## src/rtl/fifo_pkg.sv

```systemverilog
// Shared FIFO defaults and occupancy encoding for fifo_buffer and the UART top level.
package fifo_pkg;

    localparam int FIFO_DEF_NB_DATA = 8;
    localparam int FIFO_DEF_NB_ADDR = 4;
    localparam int FIFO_DEF_DEPTH   = 2 ** FIFO_DEF_NB_ADDR;

    typedef enum logic [1:0] {
        OCC_EMPTY   = 2'd0,
        OCC_PARTIAL = 2'd1,
        OCC_FULL    = 2'd2
    } occ_state_e;

    function automatic occ_state_e occ_decode(input logic is_empty, input logic is_full);
        occ_state_e occ;
        occ = OCC_PARTIAL;
        if (is_empty) begin
            occ = OCC_EMPTY;
        end else if (is_full) begin
            occ = OCC_FULL;
        end
        return occ;
    endfunction

endpackage

```

## src/rtl/fifo_ram.sv

```systemverilog
// Simple dual-port register file: synchronous write port, combinational read port.
module fifo_ram #(
    parameter int NB_DATA = 8,
    parameter int NB_ADDR = 4
) (
    input  logic               i_clk,
    input  logic               i_we,
    input  logic [NB_ADDR-1:0] i_waddr,
    input  logic [NB_DATA-1:0] i_wdata,
    input  logic [NB_ADDR-1:0] i_raddr,
    output logic [NB_DATA-1:0] o_rdata
);

    localparam int DEPTH = 2 ** NB_ADDR;

    // Contents are deliberately left unreset; stale words are masked by the pointers.
    logic [NB_DATA-1:0] mem_q [DEPTH];

    always_ff @(posedge i_clk) begin
        if (i_we) begin
            mem_q[i_waddr] <= i_wdata;
        end
    end

    assign o_rdata = mem_q[i_raddr];

endmodule

```

## src/rtl/fifo_buffer.sv

```systemverilog
// First-word-fall-through FIFO between the UART receiver and the interface FSM.
// Optional sticky OVERFLOW/UNDERFLOW flags with CLRERR are enabled by defining FIFO_ERRFLAGS_EN.
module fifo_buffer
    import fifo_pkg::*;
#(
    parameter int NB_FIFO_DATA = fifo_pkg::FIFO_DEF_NB_DATA,
    parameter int NB_FIFO_ADDR = fifo_pkg::FIFO_DEF_NB_ADDR
) (
    input  logic                    i_clk,
    input  logic                    i_reset,
    input  logic                    i_fifo_WRITE,
    input  logic [NB_FIFO_DATA-1:0] i_fifo_WRITEDATA,
    input  logic                    i_fifo_READ,
`ifdef FIFO_ERRFLAGS_EN
    input  logic                    i_fifo_CLRERR,
    output logic                    o_fifo_OVERFLOW,
    output logic                    o_fifo_UNDERFLOW,
`endif
    output logic [NB_FIFO_DATA-1:0] o_fifo_READDATA,
    output logic                    o_fifo_EMPTY,
    output logic                    o_fifo_FULL
);

    localparam logic [NB_FIFO_ADDR:0] PTR_ONE = 1;

    logic [NB_FIFO_ADDR:0]   wr_ptr_q, wr_ptr_d;
    logic [NB_FIFO_ADDR:0]   rd_ptr_q, rd_ptr_d;
    logic [NB_FIFO_DATA-1:0] ram_rdata;
    occ_state_e              occ;
    logic                    ptr_empty;
    logic                    ptr_full;
    logic                    push_acc;
    logic                    pop_acc;
    logic                    push_drop;
    logic                    pop_ignored;

    // Extra pointer MSB separates a wrapped (full) pointer pair from an equal (empty) one.
    assign ptr_empty = (wr_ptr_q == rd_ptr_q);
    assign ptr_full  = (wr_ptr_q[NB_FIFO_ADDR-1:0] == rd_ptr_q[NB_FIFO_ADDR-1:0])
                    && (wr_ptr_q[NB_FIFO_ADDR] != rd_ptr_q[NB_FIFO_ADDR]);
    assign occ       = occ_decode(ptr_empty, ptr_full);

    assign o_fifo_EMPTY = (occ == OCC_EMPTY);
    assign o_fifo_FULL  = (occ == OCC_FULL);

    // A pop frees the slot in the same edge, so a full FIFO still takes a paired push.
    assign pop_acc     = i_fifo_READ && !o_fifo_EMPTY;
    assign push_acc    = i_fifo_WRITE && (!o_fifo_FULL || pop_acc);
    assign push_drop   = i_fifo_WRITE && !push_acc;
    assign pop_ignored = i_fifo_READ && o_fifo_EMPTY;

    always_comb begin
        wr_ptr_d = wr_ptr_q;
        rd_ptr_d = rd_ptr_q;
        if (push_acc) begin
            wr_ptr_d = wr_ptr_q + PTR_ONE;
        end
        if (pop_acc) begin
            rd_ptr_d = rd_ptr_q + PTR_ONE;
        end
    end

    always_ff @(posedge i_clk or negedge i_reset) begin
        if (!i_reset) begin
            wr_ptr_q <= '0;
            rd_ptr_q <= '0;
        end else begin
            wr_ptr_q <= wr_ptr_d;
            rd_ptr_q <= rd_ptr_d;
        end
    end

    fifo_ram #(
        .NB_DATA (NB_FIFO_DATA),
        .NB_ADDR (NB_FIFO_ADDR)
    ) u_fifo_ram (
        .i_clk   (i_clk),
        .i_we    (push_acc),
        .i_waddr (wr_ptr_q[NB_FIFO_ADDR-1:0]),
        .i_wdata (i_fifo_WRITEDATA),
        .i_raddr (rd_ptr_q[NB_FIFO_ADDR-1:0]),
        .o_rdata (ram_rdata)
    );

    assign o_fifo_READDATA = o_fifo_EMPTY ? '0 : ram_rdata;

`ifdef FIFO_ERRFLAGS_EN
    logic overflow_q, overflow_d;
    logic underflow_q, underflow_d;

    // A new error event takes priority over a clear issued in the same cycle.
    always_comb begin
        overflow_d  = overflow_q;
        underflow_d = underflow_q;
        if (i_fifo_CLRERR) begin
            overflow_d  = 1'b0;
            underflow_d = 1'b0;
        end
        if (push_drop) begin
            overflow_d = 1'b1;
        end
        if (pop_ignored) begin
            underflow_d = 1'b1;
        end
    end

    always_ff @(posedge i_clk or negedge i_reset) begin
        if (!i_reset) begin
            overflow_q  <= 1'b0;
            underflow_q <= 1'b0;
        end else begin
            overflow_q  <= overflow_d;
            underflow_q <= underflow_d;
        end
    end

    assign o_fifo_OVERFLOW  = overflow_q;
    assign o_fifo_UNDERFLOW = underflow_q;
`else
    logic unused_flags;
    assign unused_flags = push_drop ^ pop_ignored;
`endif

endmodule

```

## config.mk

```make
export PLATFORM = sky130hd
export DESIGN_NAME = fifo_buffer
export DESIGN_NICKNAME = d
export VERILOG_FILES = /design/src/rtl/fifo_pkg.sv /design/src/rtl/fifo_ram.sv /design/src/rtl/fifo_buffer.sv
export SDC_FILE = /design/constraint.sdc
export NUM_CORES = 1
export LEC_CHECK = 0
export BUFFER_PORTS_ARGS = -buffer_cell sky130_fd_sc_hd__buf_4
export CELL_PAD_IN_SITES_DETAIL_PLACEMENT = 1
export CELL_PAD_IN_SITES_GLOBAL_PLACEMENT = 1
export CORE_MARGIN = 2
export CORE_UTILIZATION = 30
export DETAILED_ROUTE_END_ITERATION = 16
export PLACE_DENSITY_LB_ADDON = 0.1
export SETUP_SLACK_MARGIN = 0.05
export SLEW_MARGIN = 20
export SYNTH_ARGS = -nofsm -noshare
export SYNTH_HDL_FRONTEND = slang
export SYNTH_SLANG_ARGS = --single-unit
```

## constraint.sdc

```tcl
create_clock -name i_clk -period 5.67 [get_ports i_clk]
set_clock_uncertainty 0.2 [all_clocks]
set_input_delay 0.8505 -clock i_clk [delete_from_list [all_inputs] [get_ports i_clk]]
set_output_delay 0.8505 -clock i_clk [all_outputs]
set_load 0.05 [all_outputs]
```

After elaboration in Yosys (flattened, before gate mapping)
Memory sizes are Yosys's and may differ from the RTL's.
Cells that the tools add are included.
{"block": "op_classes", "add_sub_neg": 2, "eq_ne": 4, "n_mux": 5, "reduce_logical": 7}
{"op": "$add 5x1->5 const B", "count": 2}
{"op": "$mux 8", "count": 1}
{"op": "$eq 5x5->1", "count": 1}
{"op": "$eq 4x4->1", "count": 1}
{"op": "$mux 2", "count": 2}
{"op": "$logic_and 1x1->1", "count": 3}
{"op": "$eq 2x2->1 const B", "count": 1}
{"op": "$logic_not 1->1", "count": 2}
{"op": "$logic_not 2->1", "count": 1}
{"op": "$mux 1", "count": 2}
{"op": "$logic_or 1x1->1", "count": 1}
{"op": "$ne 1x1->1", "count": 1}
{"block": "word_totals", "ff_bits": 10, "ram_bits": 128, "in_bits": 12, "word_cells": 21, "memories": 1}
{"memory": "u_fifo_ram.mem_q", "depth": 16, "width": 8, "rd": 1, "rd_clocked_by_memory_dff": 0, "wr": 1, "line": "fifo_ram.sv:17", "text": "logic [NB_DATA-1:0] mem_q [DEPTH];"}

Longest topological paths before layout
Gate-level depths: netlist of the first run.
{"block": "depth", "depth_word": 11, "mapped_depth": 7, "mapped_depth_nobuf": 5}

Cells and area by module
From an unflattened synthesis of the first run, not the netlist that was laid out.
{"block": "unflattened", "hier_cells": 276, "area_unflattened_um2": 5575.3}
{"module": "fifo_ram", "instances": 1, "cells_each": 221, "area_each_um2": 4987.3}
{"module": "fifo_buffer", "instances": 1, "cells_each": 55, "area_each_um2": 588.1}

Worst setup path before layout of the first run
Ideal clock, no wire load.
{"block": "synth_timing", "path_kind": "flip-flop to output port", "from": "register rd_ptr_q[1]", "to": "output o_fifo_READDATA[0]", "arrival_ps": 1884, "setup_slack_ps": 2735, "path_stages_with_launch": 6, "cell_sequence": "dfrtp_1 -> buf_4 -> clkbuf_1 -> mux4_2 -> a22oi_1 -> a21oi_1"}
{"block": "synth_between", "elab_chain_len": 6}
{"element": "start: declaration", "line": "fifo_buffer.sv:27", "text": "logic [NB_FIFO_ADDR:0] rd_ptr_q, rd_ptr_d;"}
{"element": "start signal: assignment", "line": "fifo_buffer.sv:69", "text": "rd_ptr_q <= rd_ptr_d;"}
{"element": "$eq 4x4->1", "line": "fifo_buffer.sv:39", "text": "assign ptr_full = (wr_ptr_q[NB_FIFO_ADDR-1:0] == rd_ptr_q[NB_FIFO_ADDR-1:0])"}
{"element": "$logic_and 1x1->1", "line": "fifo_buffer.sv:40", "text": "&& (wr_ptr_q[NB_FIFO_ADDR] != rd_ptr_q[NB_FIFO_ADDR]);"}
{"element": "$mux 2", "line": "fifo_pkg.sv:19", "text": "end else if (is_full) begin"}
{"element": "$mux 2", "line": "fifo_pkg.sv:17", "text": "if (is_empty) begin"}
{"element": "$logic_not 2->1", "line": "fifo_buffer.sv:43", "text": "assign o_fifo_EMPTY = (occ == OCC_EMPTY);"}
{"element": "$mux 8 (*)", "line": "fifo_buffer.sv:85", "text": "assign o_fifo_READDATA = o_fifo_EMPTY ? '0 : ram_rdata;"}
{"element": "end: declaration", "line": "fifo_buffer.sv:19", "text": "output logic [NB_FIFO_DATA-1:0] o_fifo_READDATA,"}
Every way passes the cells marked *; elsewhere a longest branch is shown, timed or not.

Worst setup path after layout of the first run
{"block": "layout_timing", "from": "register rd_ptr_q[0]", "to": "output o_fifo_READDATA[3]"}
The elaborated chain is that of the path after synthesis.

==> results.ini, run 1 <==
[clocking]
clk_pin_slew_ns = 0.06
cts-hold-fix-buffers = 0
clock_latency_ns = 0.41
cts.path.max_buffers = 2
htreeDepth = 4
ctsResizeCount = 0
clock-sinks = 138
cts_buffers = 17
root_buffer = clkbuf_16
cts_tree = yes
cts_setup_buffers = 0

[routing]
routedWlPerCell_um = 23.1
ant_nets = 0
drt_first_pass_iters = 4
drtIter0Drc = 230
vias_per_cell = 4.85
wl_um = 12600
route.detailed.drc = 0
dr_total_vias = 2642

[floorplanning]
core_area_um2 = 18500
die_area_um2 = 19800
die_height_um = 141
initial_core_util = 0.303
rows = 50
die_x_um = 141
pin_count = 22

[power_and_ir_drop]
swShare = 0.347
p_int_uw = 2480
pwr-share-seq = 0.364
ir_worst_vdd_uv = 230
powerDensity_nw_per_um2 = 577
power_frac_comb = 0.336
power_leakage_uw = 0.00219
p_clk_frac = 0.300
switching_power_uw = 1320
fin_total_pwr_uw = 3800

[sta]
holdWs_ns = 0.0572
finalHoldViolCount = 0
timing.fmax_mhz = 249
setup_viol = 0
slew_viol_final = 0
rsz0062_at_grt = false
tns_ns = 0
min_period_over_period = 0.708
min_period_ns = 4.02
setup_ws_ns = 1.65
slew_headroom = 0.292
worst_pin_slew_ns = 1.06

[yosys]
async_flop_share = 0.0725
ys_seq_area_frac = 0.729
syn-num-nets = 288
netlist_area_um2 = 5620
ys_ff_latch = 138
synth_edf_count = 128
synth_cell_types = 33
synth_ff_type = edfxtp_1
synth_cells = 271
syn_area_per_cell_um2 = 20.7
ys.warnings.count = 0

[cells_and_area]
fin_nets = 316
syn_to_final_growth_pct = 17.4
layout_commonest_cell = edfxtp_1
num_antenna_cells = 0
drive_gt1_frac = 0.312
final_core_util = 0.356
mostFrequentLayoutCells = edfxtp_1, mux4_2, buf_4

[placement]
place_hpwl_um = 7940
routabilityCongestion = 0.676
post-place-ws_ns = 2.00
port-buffer-count = 21

[setup_path]
arrival_ns = 2.96
r2r_cells = 4
cp_max_fo = 22
crit_path_end_kind = output pin
path_class = reg -> out
start_kind = register
crit_path_end = o_fifo_READDATA[3]
required_ns = 4.62
r2r_end = u_fifo_ram.mem_q[7][1]$_DFFE_PP_
ff2ff_setup_slack_ns = 2.86
regToRegStartpoint = rd_ptr_q[0]$_DFFE_PN0P_
crit_start = rd_ptr_q[0]$_DFFE_PN0P_

[grt]
overflow = 0
grt_start_max_net_pins = 36
grtUsageTotal = 0.136
grt_pass1_wl_um = 18900
first_global_vias = 2855
antenna_found_initial = 0

[job]
cap_violations = 0

[run_status]
outcome = completed

[min_path]
hold_path_class = in -> async

## sequential cells by signal (all words and copies together), names as in the netlist
| signal | count |
|---|---|
| u_fifo_ram.mem_q | 128 |
| wr_ptr_q | 5 |
| rd_ptr_q | 5 |
## power groups by stage
| stage | clock network (uW) | logic (uW) | registers [uW] |
|---|---|---|---|
| 2_1_floorplan | 0 | 1050 | 1300 |
| 3_3_place_gp | 0 | 1290 | 1410 |
| 3_5_place_dp | 0 | 1300 | 1420 |
| 4_1_cts | 1160 | 1310 | 1400 |
| 5_1_grt | 1200 | 1370 | 1410 |
| 6_report | 1140 | 1280 | 1390 |
## cell usage after synthesis, drive strengths merged, types with 3 or more instances
cell type  count  share of area
dfrtp         10          0.045
buf           15          0.019
xnor2          9          0.025
xor2           4         0.0062
a21oi          8         0.0071
nor2b          5         0.0056
inv            3         0.0020
mux4          32           0.13
nor2           7         0.0051
a22oi         16          0.021
and3          12          0.013
nand2          3         0.0020
edfxtp       128           0.68
ha             5          0.011
## worst min-delay path by stage
stage | end | slack [ns] | cells past startpoint | start
4_1_cts | wr_ptr_q[2]$_DFFE_PN0P_ | 0.05 | 1 | i_reset
3_5_place_dp | rd_ptr_q[4]$_DFFE_PN0P_ | 0.28 | 1 | rd_ptr_q[4]$_DFFE_PN0P_
3_3_place_gp | rd_ptr_q[4]$_DFFE_PN0P_ | 0.28 | 1 | rd_ptr_q[4]$_DFFE_PN0P_
2_1_floorplan | wr_ptr_q[4]$_DFFE_PN0P_ | 0.26 | 1 | wr_ptr_q[4]$_DFFE_PN0P_
5_1_grt | wr_ptr_q[2]$_DFFE_PN0P_ | 0.04 | 1 | i_reset
6_report | rd_ptr_q[4]$_DFFE_PN0P_ | 0.06 | 1 | i_reset
## cell type report
class                      count  area (um2)
timing repair buffer          25         188
clock buffer                  18         429
tap                          234         293
sequential                   138        4100
clock inverter                13         176
multi-input combinational    114        1400
inverter                       3        11.3
fill                        1804       11900
## metal layers
layer  vias up  GRT usage  part of all wire
met5         -          0                 0
met4         0     0.0474             0.012
met3        13     0.0360             0.043
met2        62      0.216              0.49
met1      1400      0.181              0.46
li1       1167          -                 -
## kinds of logic after synthesis
logic type	synth area share
adders and majority gates	0.0111
buffers and inverters	0.0221
AOI/OAI and AO/OA	0.0388
xor gates and xnor gates	0.0310
muxes	0.130
and+or+nand+nor	0.0377
DFF	0.729
## metrics by stage
step,cell area [um2],std cells
after floorplan,5620,271
after global placement,5980,514
after detailed placement,5980,514
after CTS,6590,545
after global routing,6590,545
final,6590,545
## critical path, cell delays in order, from the launching register on
cell	delay, ns
dfrtp_2	0.90
buf_4	0.44
mux4_2	0.55
a22oi_1	0.29
a21oi_1	0.11
buf_4	0.24
No activity file was read; power rests on OpenSTA's default activity.
==> run 2: changes to the inputs <==
- clock period: 5.67 -> 3.65 ns (I/O delays scaled with it)
==> run 2 against run 1 <==
Effect of this change: power up 57%; first-iteration DRC count down 31%; design area grew 1.2%; global-route usage about the same; utilization is 0.42 points higher; sequential cell count stayed put; via count fell by 0.61%; cell count rose by 1.3%; sequential share of layout area fell by 0.72 points; clock power grew 52%; non-clock buffer count grew 6; largest power group unchanged.
==> results.ini, run 2 (synthesized netlist as in run 1, its figures left out) <==
[sta]
timing.fmax_mhz = 318
setup_ws_ns = 0.505  ; was 1.65 ns
tns_ns = 0  ; unchanged
rsz0062_at_grt = false  ; unchanged
finalHoldViolCount = 0  ; unchanged
min_period_over_period = 0.862
slew_headroom = 0.339  ; was 0.292
slew_viol_final = 0  ; unchanged
worst_pin_slew_ns = 0.989  ; was 1.06 ns
min_period_ns = 3.14
setup_viol = 0  ; unchanged

[floorplanning]
die_area_um2 = 19800  ; unchanged
initial_core_util = 0.303  ; unchanged
core_area_um2 = 18500  ; unchanged
rows = 50  ; unchanged
die_height_um = 141  ; unchanged
pin_count = 22  ; unchanged
die_x_um = 141  ; unchanged

[setup_path]
start_kind = register  ; unchanged
required_ns = 2.90  ; was 4.62 ns
worstPathCellList = buf_12, mux4_2, a22oi_1, a21oi_1, buf_4  ; was buf_4, mux4_2, a22oi_1, a21oi_1, buf_4
arrival_ns = 2.40  ; was 2.96 ns
cp_max_fo = 14  ; was 22
crit_path_end_kind = output pin  ; unchanged
cp_slowest_cell = dfrtp_2  ; unchanged
path_class = reg -> out  ; unchanged
cp_slowest_stage_delay_ns = 0.58  ; was 0.90 ns
r2r_cells = 5  ; was 4

[routing]
drt_first_pass_iters = 4  ; unchanged
route.detailed.drc = 0  ; unchanged
dr_total_vias = 2626  ; was 2,642
ant_nets = 0  ; unchanged
routedWlPerCell_um = 22.5  ; was 23.1 um
drtIter0Drc = 159  ; was 230
vias_per_cell = 4.76  ; was 4.85
wl_um = 12400  ; was 12,600 um

[placement]
place_inst = 519  ; was 514
place_hpwl_um = 8110  ; was 7940 um
port-buffer-count = 21  ; unchanged
routabilityCongestion = 0.695  ; was 0.676
post-place-ws_ns = 0.866  ; was 2.00 ns

[power_and_ir_drop]
powerDensity_nw_per_um2 = 895  ; was 577 nW/um2
switching_power_uw = 2040  ; was 1320 uW
power_frac_comb = 0.355  ; was 0.336
pwr-share-seq = 0.355  ; was 0.364
p_clk_frac = 0.290  ; was 0.300
swShare = 0.342  ; was 0.347
power_leakage_uw = 0.00225  ; was 0.00219 uW
ir_worst_vdd_uv = 416  ; was 230 uV
p_int_uw = 3920  ; was 2480 uW

[clocking]
ctsResizeCount = 0  ; unchanged
clk_pin_slew_ns = 0.06  ; about the same
clock-sinks = 138  ; unchanged
cts_setup_buffers = 0  ; unchanged
clock_latency_ns = 0.41  ; about the same
cts_tree = yes  ; unchanged
cts-hold-fix-buffers = 1  ; was 0
cts.path.max_buffers = 2  ; unchanged
root_buffer = clkbuf_16  ; unchanged
cts_buffers = 17  ; unchanged
htreeDepth = 4  ; unchanged

[cells_and_area]
largest_reg_flops = 128  ; unchanged
fin_nets = 322  ; was 316
n_fill_cell = 1799  ; was 1,804
final_core_util = 0.360  ; was 0.356
top_register = u_fifo_ram.mem_q  ; unchanged
num_antenna_cells = 0  ; unchanged
final_cells = 552  ; was 545
mostFrequentLayoutCells = edfxtp_1, mux4_2, buf_4  ; unchanged
top_regs = u_fifo_ram.mem_q (128), rd_ptr_q (5), wr_ptr_q (5)  ; unchanged
layout_commonest_cell = edfxtp_1  ; unchanged
drive_gt1_frac = 0.324  ; was 0.312
syn_to_final_growth_pct = 18.7  ; was 17.4%

[grt]
grt_start_max_net_pins = 34  ; was 36
grt_pass1_wl_um = 19000  ; was 18,900 um
antenna_found_initial = 0  ; unchanged
grtUsageTotal = 0.136  ; about the same
overflow = 0  ; unchanged
first_global_vias = 2875  ; was 2,855

[run_status]
outcome = completed  ; unchanged

[job]
cap_violations = 0  ; unchanged

[min_path]
hold_depth = 1
hold_path_class = in -> reg  ; was in -> async

[run 2: cell types whose count changed in the layout (fill, tap and decap cells not counted), sizes merged]
cell         delta
clkinvlp        -4
dlygate4sd3     +1
bufinv          -1
buf             +5
clkinv          +2
inv             -1
clkbuf          +5
[run 2: cell type report]
class | count | area [um2] | area share
Sequential cell | 138 | 4100 | 0.614
Clock inverter | 9 | 120 | 0.0180
Clock buffer | 23 | 478 | 0.0717
Inverter | 3 | 11.3 | 0.00169
Timing Repair Buffer | 31 | 273 | 0.0409
Multi-Input combinational cell | 114 | 1400 | 0.210
Tap cell | 234 | 293 | 0.0439
[run 2: per-stage QoR]
step	total power, uW	area (um2)	hold WS (ns)
floorplan	3650	5620	0.0519
global placement	4300	6060	0.193
global route	6260	6670	0.245
detailed placement	4320	6060	0.196
finish	5970	6670	0.241
CTS	6060	6670	0.236
[run 2: worst max-delay path, delay by kind of cell (launching register included)]
family	cells	cell delay [ns]
DFF	1	0.58
AOI/OAI and AO/OA	2	0.42
muxes	1	0.52
buffers and inverters	2	0.46
[run 2: worst paths after layout]
check                      slack (ns)                                to                    start
setup / recovery                 0.51                o_fifo_READDATA[1]  rd_ptr_q[0]$_DFFE_PN0P_
hold / removal                   0.24  u_fifo_ram.mem_q[2][0]$_DFFE_PP_      i_fifo_WRITEDATA[0]
setup reg to reg                 1.06  u_fifo_ram.mem_q[7][1]$_DFFE_PP_  rd_ptr_q[0]$_DFFE_PN0P_
hold reg to reg                  0.29           wr_ptr_q[4]$_DFFE_PN0P_  wr_ptr_q[4]$_DFFE_PN0P_
max in group asynchronous        2.79           rd_ptr_q[0]$_DFFE_PN0P_                  i_reset
min in group asynchronous        0.30           rd_ptr_q[4]$_DFFE_PN0P_                  i_reset
[run 2: power groups by stage]
stage / Clock, uW / Combinational [uW] / Sequential (uW)
5_1_grt: 1850 / 2270 / 2150
2_1_floorplan: 0 / 1630 / 2030
6_report: 1730 / 2120 / 2120
4_1_cts: 1770 / 2170 / 2120
3_5_place_dp: 0 / 2160 / 2150
3_3_place_gp: 0 / 2150 / 2150
[run 2: per-layer routing]
| metal | track usage | vias to the layer above | share of wire |
|---|---|---|---|
| li1 | - | 1175 | - |
| met1 | 0.184 | 1395 | 0.46 |
| met2 | 0.213 | 45 | 0.49 |
| met3 | 0.0370 | 11 | 0.040 |
| met4 | 0.0458 | 0 | 0.013 |
| met5 | 0 | - | 0 |
